### config.mk
export PLATFORM = sky130hd
export DESIGN_NAME = axi_rd_arbiter
export DESIGN_NICKNAME = d
export VERILOG_FILES = /design/src/rtl/axi_rd_arbiter.sv
export SDC_FILE = /design/constraint.sdc
export NUM_CORES = 1
export LEC_CHECK = 0
export CORE_MARGIN = 8
export CORE_UTILIZATION = 30
export DETAILED_ROUTE_END_ITERATION = 8
export HOLD_SLACK_MARGIN = 0.08
export MAX_ROUTING_LAYER = met4
export PLACE_DENSITY = 0.79
export SLEW_MARGIN = 20
export SYNTH_ARGS = -nofsm -noshare
export SYNTH_HDL_FRONTEND = slang
export SYNTH_SLANG_ARGS = --single-unit
### constraint.sdc
create_clock -name clock -period 1.5 [get_ports clock]
set_input_delay 0.225 -clock clock [delete_from_list [all_inputs] [get_ports clock]]
set_output_delay 0.225 -clock clock [all_outputs]
set_load 0.01 [all_outputs]
### src/rtl/axi_rd_arbiter.sv
// Round-robin merge of NUM_MST internal read requesters onto one AXI AR/R port.
// One burst in flight; R beats are steered back to the granted master and checked for id/length errors.
module axi_rd_arbiter #(
  parameter int NUM_MST = 3,
  parameter int DATA_W  = 32,
  parameter int ID_W    = 4
) (
  input  logic                 clock,
  input  logic                 reset,
  input  logic [NUM_MST-1:0]   m_arvalid,
  input  logic [NUM_MST*32-1:0] m_araddr,
  input  logic [NUM_MST*8-1:0] m_arlen,
  input  logic [NUM_MST*3-1:0] m_arsize,
  output logic [NUM_MST-1:0]   m_arready,
  output logic [NUM_MST-1:0]   m_rvalid,
  output logic [DATA_W-1:0]    m_rdata,
  output logic [1:0]           m_rresp,
  output logic                 m_rlast,
  input  logic [NUM_MST-1:0]   m_rready,
  output logic [ID_W-1:0]      arid,
  output logic [31:0]          araddr,
  output logic [7:0]           arlen,
  output logic [2:0]           arsize,
  output logic [1:0]           arburst,
  output logic                 arvalid,
  input  logic                 arready,
  input  logic [ID_W-1:0]      rid,
  input  logic [DATA_W-1:0]    rdata,
  input  logic [1:0]           rresp,
  input  logic                 rlast,
  input  logic                 rvalid,
  output logic                 rready,
  output logic                 proto_err
);

  localparam int IDX_W = (NUM_MST > 1) ? $clog2(NUM_MST) : 1;

  typedef enum logic [1:0] {S_IDLE, S_ADDR, S_DATA} state_t;

  state_t           state_reg;
  logic [IDX_W-1:0] ptr_reg;
  logic [IDX_W-1:0] grant_reg;
  logic [7:0]       beat_cnt_reg;
  logic             proto_err_reg;
  logic [31:0]      araddr_reg;
  logic [7:0]       arlen_reg;
  logic [2:0]       arsize_reg;

  logic [31:0]      addr_arr [NUM_MST];
  logic [7:0]       len_arr  [NUM_MST];
  logic [2:0]       size_arr [NUM_MST];

  logic [NUM_MST-1:0] upper_mask;
  logic [NUM_MST-1:0] req_upper;
  logic [IDX_W-1:0]   pick_lo;
  logic [IDX_W-1:0]   pick_hi;
  logic [IDX_W-1:0]   pick;
  logic               req_any;
  logic               grant_ok;
  logic               beat;
  logic               rid_bad;
  logic               len_bad;
  logic               last_wrap;

  genvar gi;
  generate
    for (gi = 0; gi < NUM_MST; gi++) begin : g_mst
      assign addr_arr[gi]   = m_araddr[32*gi +: 32];
      assign len_arr[gi]    = m_arlen[8*gi +: 8];
      assign size_arr[gi]   = m_arsize[3*gi +: 3];
      // Requesters at or above the pointer win first; the rest are the wrapped tail.
      assign upper_mask[gi] = (IDX_W'(gi) >= ptr_reg);
      assign m_arready[gi]  = grant_ok && (pick == IDX_W'(gi));
      assign m_rvalid[gi]   = (state_reg == S_DATA) && rvalid && (grant_reg == IDX_W'(gi));
    end
  endgenerate

  assign req_upper = m_arvalid & upper_mask;
  assign req_any   = |m_arvalid;

  always_comb begin
    pick_lo = '0;
    pick_hi = '0;
    for (int k = NUM_MST - 1; k >= 0; k--) begin
      if (m_arvalid[k]) pick_lo = IDX_W'(k);
      if (req_upper[k]) pick_hi = IDX_W'(k);
    end
  end

  assign pick     = (|req_upper) ? pick_hi : pick_lo;
  assign grant_ok = (state_reg == S_IDLE) && req_any && !reset;

  assign arvalid   = (state_reg == S_ADDR);
  assign arid      = ID_W'(grant_reg);
  assign araddr    = araddr_reg;
  assign arlen     = arlen_reg;
  assign arsize    = arsize_reg;
  assign arburst   = 2'b01;
  assign rready    = (state_reg == S_DATA) && m_rready[grant_reg];
  assign m_rdata   = rdata;
  assign m_rresp   = rresp;
  assign m_rlast   = rlast;
  assign proto_err = proto_err_reg;

  assign beat      = (state_reg == S_DATA) && rvalid && rready;
  assign rid_bad   = (rid != ID_W'(grant_reg));
  // Early rlast and missing rlast are both length errors.
  assign len_bad   = rlast ? (beat_cnt_reg != arlen_reg) : (beat_cnt_reg == arlen_reg);
  assign last_wrap = (grant_reg == IDX_W'(NUM_MST - 1));

  always_ff @(posedge clock) begin
    if (reset) begin
      state_reg     <= S_IDLE;
      ptr_reg       <= '0;
      grant_reg     <= '0;
      beat_cnt_reg  <= '0;
      proto_err_reg <= 1'b0;
      araddr_reg    <= '0;
      arlen_reg     <= '0;
      arsize_reg    <= '0;
    end else begin
      case (state_reg)
        S_IDLE: begin
          if (req_any) begin
            grant_reg  <= pick;
            araddr_reg <= addr_arr[pick];
            arlen_reg  <= len_arr[pick];
            arsize_reg <= size_arr[pick];
            state_reg  <= S_ADDR;
          end
        end
        S_ADDR: begin
          if (arready) begin
            beat_cnt_reg <= '0;
            state_reg    <= S_DATA;
          end
        end
        S_DATA: begin
          if (beat) begin
            beat_cnt_reg <= beat_cnt_reg + 8'd1;
            if (rid_bad || len_bad) proto_err_reg <= 1'b1;
            if (rlast) begin
              state_reg <= S_IDLE;
              ptr_reg   <= last_wrap ? '0 : grant_reg + IDX_W'(1);
            end
          end
        end
        default: state_reg <= S_IDLE;
      endcase
    end
  end

endmodule

## Word-level counts from Yosys, hierarchy flattened

Cells that the tools add are included.

| operators by class | value |
|---|---|
| muxes and demuxes | 28 |
| equal/unequal tests | 13 |
| bitwise operators | 2 |
| reduce and logical (&&, ||, !) cells | 24 |
| add/sub/neg operators | 2 |
| $lt $le $gt $ge | 5 |

Operators with widths:

| operator | number |
|---|---|
| 32-bit binary-select mux with 2-bit select | 1 |
| 32-bit two-way mux | 2 |
| 8-bit two-way mux | 4 |
| 2-bit two-way mux | 12 |
| 8-bit binary-select mux with 2-bit select | 1 |
| 8-bit one-hot mux with 2 select lines | 1 |
| 1-bit logical AND | 11 |
| 3-bit AND reduction | 3 |
| 8-bit by 1-bit adder with 8-bit output (second input constant) | 1 |
| 8-bit equality test | 1 |
| 8-bit inequality test | 1 |
| 3-bit binary-select mux with 2-bit select | 1 |
| 2-bit by 1-bit equality test with 1-bit output (second input constant) | 3 |
| 2-bit equality test (second input constant) | 3 |
| 2-bit logical NOT | 3 |
| 3-bit two-way mux | 2 |
| 2-bit inequality test (second input constant) | 3 |
| 2-bit one-hot mux with 3 select lines | 1 |
| 3-bit OR reduction | 2 |
| 1-bit by 2-bit greater-or-equal comparator with 1-bit output (first input constant) | 2 |
| 4-bit by 2-bit inequality test with 1-bit output | 1 |
| 4-bit AND reduction | 1 |
| 3-bit AND | 1 |
| 3-bit greater-or-equal comparator (second input constant) | 1 |
| other kinds (11) | 12 |

| storage, ports and cells | value |
|---|---|
| input port bits | 178 |
| bits in registers | 58 |

## Depth between registers and ports, before layout

| logic depth | value |
|---|---|
| word-level depth | 10 |
| gate-level depth with buffers | 8 |
| mapped depth without buffers | 5 |

## Worst setup path after synthesis

Ideal clock, no wire load.

| timing | value |
|---|---|
| path type | reg-to-output |
| from | register state_reg[1] |
| to | output m_arready[1] |
| cell stages (with the launch flop) | 7 |
| path slack | -0.102 ns |
| buffers on the path | 2 |
| arrival time | 1.377 ns |
| required time | 1.275 ns |
| cells stage by stage | dfxtp_1 -> or3_1 -> buf_2 -> nor2_2 -> nand2_1 -> buf_2 -> nor2_1 |

| between the ends | value |
|---|---|
| longest elaborated chain between the ends | 4 |

RTL lines:

| item | line | text |
|---|---|---|
| start, declared | 40 | `state_t state_reg;` |
| start signal, assigned | 113 | `state_reg <= S_IDLE;` |
| start signal, assigned | 129 | `state_reg <= S_ADDR;` |
| start signal, assigned | 135 | `state_reg <= S_DATA;` |
| 2-bit logical NOT | 91 | `assign grant_ok = (state_reg == S_IDLE) && req_any && !reset;` |
| 1-bit logical AND (2 in series) | 91 |  |
| 1-bit logical AND | 73 | `assign m_arready[gi] = grant_ok && (pick == IDX_W'(gi));` |
| end, declared | 14 | `output logic [NUM_MST-1:0] m_arready,` |

No other way between the ends.

## Final worst setup path

| timing | value |
|---|---|
| from | register ptr_reg[1] |
| to | output m_arready[0] |

| between the ends | value |
|---|---|
| longest elaborated chain between the ends | 8 |
| elaborated cells between the ends (all ways) | 11 |
| classes of those cells | order compare: 3; mux: 4; bitwise: 1; reduce/logical: 3 |

RTL lines:

| item | line | text |
|---|---|---|
| start, declared | 41 | `logic [IDX_W-1:0] ptr_reg;` |
| start signal, assigned | 144 | `ptr_reg <= last_wrap ? '0 : grant_reg + IDX_W'(1);` |
| 2-bit greater-or-equal comparator | 72 | `assign upper_mask[gi] = (IDX_W'(gi) >= ptr_reg);` |
| 3-bit AND (*) | 78 | `assign req_upper = m_arvalid & upper_mask;` |
| 2-bit two-way mux (3 in series) | 86 | `if (req_upper[k]) pick_hi = IDX_W'(k);` |
| 2-bit two-way mux (*) | 90 | `assign pick = (\|req_upper) ? pick_hi : pick_lo;` |
| 2-bit logical NOT (*) | 73 |  |
| 1-bit logical AND (*) | 73 |  |

Every way passes the cells marked *; elsewhere a longest branch is shown, timed or not.

==> impl_metrics.yaml <==
run_status:
  outcome: "finished with violations"
  violations: "negative setup slack"
logic_synthesis:
  post_synth.cell_area_avg_um2: 9.34
  ys_seq_area_share_pct: 35.8
  syn-cell-area_um2: 3240
  synth.distinct_cells: 42
  synth_warnings: 0
  ys_ff_latch: 58
  syn_inst: 347
sta:
  slew_violations: 0
  fmax_mhz: 586
  slew_headroom_pct: 64.7
  post-route-min-period_ns: 1.71
  fin_ws_ns: -0.206
  fin_worst_skew_ns: 0.00894
  post-route-period-util_pct: 114
  rsz0062_at_grt: "true"
  setup_viol: 57
  hold_viol: 0
  fin_hold_ws_ns: 0.450
  worstMarginPinSlew_ns: 0.528
worst_setup_path:
  slowest_delay_ns: 0.32
  critPathKind: "register to primary output"
  required_ns: 1.27
  r2r-start: "ptr_reg[1]"
  crit_chain: "nand2b_4, a21oi_2, o21ai_1, buf_4, and3_4, buf_6"
  r2r-end: "araddr[7]"
  r2r_slack_ns: -0.14
  critPathSlowestCell: "dfxtp_2"
  crit_arrival_ns: 1.48
  worst_setup_path_end_kind: "primary output"
  r2r_cells: 9
  worstPathMaxFanout: 3
  worst_setup_path_start_kind: "register"
power:
  ir_worst_vdd_uv: 501
  p_leak_uw: 0.00290
  p_per_area_nw_per_um2: 766
  p_total_uw: 4740
grt:
  first_global_vias: 3722
  antenna_found_initial: 0
  grtUsageTotal_pct: 18.1
  grt-ovfl-total: 0
  grt_pass1_wl_mm: 19.9
  grt_max_degree: 44
route:
  antenna_left: 0
  drcViolationCount: 0
  vias: 3444
  wl_mm: 13.7
  wire_per_inst_um: 19.7
  viasPerCell: 4.94
  dr.first_iter.drc_count: 119
  firstDrtPassIters: 4
place:
  gp_congestion: 0.776
  dpl.cell_count: 654
  portBuffers: 198
  dp_hpwl_mm: 9.50
  pre_cts_ws_ns: -0.987
min_path:
  hold_class: "input pin to primary output"
  whs_endpoint: "m_rdata[11]"
  hold_start: "rdata[11]"
  holdPathStages: 0
clock_network:
  hold_buffers: 0
  cts_made_buffers: 9
  clockBufferDepth: 2
  clock-sinks: 58
  cts_max_level: 3
  clk_pin_slew_ns: 0.06
  clk_root_buffer_cell: "clkbuf_8"
  tritoncts: "yes"
  insertion_delay_ns: 0.34
finish:
  final_layout_size_suffix_gt1_share_pct: 27.6
  antennaDiodeCount: 0
  instances_no_fill: 697
  fillCellCount: 918
  syn_to_final_growth_pct: 91.0
  largest_reg_flops: 32
  finish.utilization_pct: 57.9
  num-nets-final: 731
floorplanning:
  boundaryPins: 271
  core_area_um2: 10700
  die_area_um2: 14400
  die_h_um: 120
  initial_core_util_pct: 30.3
  core.rowCount: 38
  chipWidth_um: 120
flow_run:
  drv_cap: 0
==> worst max-delay path, delay by kind of cell (launching register included) <==
| family | cells | cell delay (ns) |
|---|---|---|
| flip-flops | 1 | 0.32 |
| AO/OA/AOI/OAI | 2 | 0.24 |
| AND/OR/NAND/NOR | 2 | 0.31 |
| buffers and inverters | 2 | 0.28 |
==> cells in the mapped netlist <==
cell,n,area [µm²]
dfxtp_1,58,1160
mux2i_1,46,460
o21ai_1,40,200
buf_4,39,293
a22oi_1,34,255
buf_2,13,65.1
a21oi_1,11,55.1
o21ai_0,11,55.1
a22oi_2,9,113
nor2_1,8,30.0
or3_1,8,50.1
xnor2_1,8,70.1
buf_6,7,78.8
nand2_1,5,18.8
nor2b_1,5,31.3
nand3_1,4,20.0
nand4_1,4,25.0
and3_1,3,18.8
clkbuf_1,3,11.3
nand2b_1,3,18.8
o21a_1,3,22.5
xor2_1,3,26.3
and2_1,2,12.5
conb_1,2,7.51
a2111oi_0,1,8.76
a31oi_2,1,12.5
and2_2,1,7.51
and2b_1,1,7.51
and4b_1,1,10.0
and4bb_2,1,12.5
buf_1,1,3.75
ha_1,1,12.5
inv_1,1,3.75
nand3b_1,1,7.51
nor2_2,1,6.26
nor3_1,1,5.00
nor3b_1,1,7.51
nor4_1,1,6.26
nor4b_1,1,8.76
o21ai_2,1,8.76
or2_2,1,6.26
or4_1,1,7.51
==> layout by cell type (no fill, tap or decap), drive strengths merged, types with 2 or more instances in the layout <==
master	n
dfxtp	58
nand3	4
nand2b	3
buf	57
dlygate4sd2	19
conb	4
xnor2	8
clkinv	2
and2	3
nor2	9
a22oi	43
nor2b	8
o21ai	52
dlymetal6s2s	28
mux2i	46
nand2	5
a21oi	11
clkbuf	18
o21a	3
clkdlybuf4s50	143
a31oi	2
and3	3
nand4	4
or3	8
xor2	3
==> repair_timing <==
action | in CTS | in global routing
pin swaps | 15 | 51
gates cloned | 5 | 5
endpoints found under the setup margin | 76 | 87
resized for setup | 87 | 97
setup buffers | 9 | 10
==> how the worst max path moves through the flow <==
stage | start | cells after the start | slack, ns | end
2_1_floorplan | state_reg[0] | 7 | -0.01 | araddr[0]
3_3_place_gp | m_arvalid[1] | 6 | -0.82 | araddr[11]
3_5_place_dp | m_arvalid[1] | 6 | -0.99 | araddr[7]
4_1_cts | state_reg[0] | 4 | -0.24 | m_arready[0]
5_1_grt | state_reg[1] | 4 | -0.26 | m_arready[0]
6_report | ptr_reg[1] | 6 | -0.21 | m_arready[0]
==> kinds of logic (layout without fill, tap and decap cells) <==
kind of cell | Yosys count | count (layout) | synth area share (%)
and+or+nand+nor | 54 | 57 | 9.80
other | 2 | 4 | 0.232
muxes | 46 | 46 | 14.2
xor gates and xnor gates | 11 | 11 | 2.97
buffers and inverters | 64 | 268 | 14.0
DFF | 58 | 58 | 35.8
AOI/OAI and AO/OA | 111 | 112 | 22.5
adders and majority gates | 1 | 1 | 0.386
==> cell type report <==
cell class	count	area (µm²)	area share [%]
clock inverter	2	10.0	0.162
multi-input combinational	231	1990	32.2
clock buffer	14	173	2.79
sequential	58	1180	19.0
timing repair buffer	251	2660	42.9
inverter	1	3.75	0.0606
tap	140	175	2.83
==> through the flow <==
stage	setup TNS, ns	cell area [µm²]
floorplan	-0.0256	3280
global placement	-40.92	5240
detailed placement	-46.34	5240
CTS	-7.33	5670
global route	-10.02	6190
finish	-5.54	6190
==> power breakdown <==
part           total [µW]  switching (µW)  internal [µW]
clock network        1380             650            732
registers            1820             123           1690
logic                1540             637            904
total                4740            1410           3330
==> metal layers <==
layer / vias to the layer above / share of wire (%) / GRT usage [%]
met5: - / 0 / -
met4: 0 / 2.2 / 6.40
met3: 24 / 5.8 / 5.21
met2: 133 / 53 / 32.2
met1: 1643 / 39 / 18.6
li1: 1644 / - / -
Power figures use the tool's default switching activity.
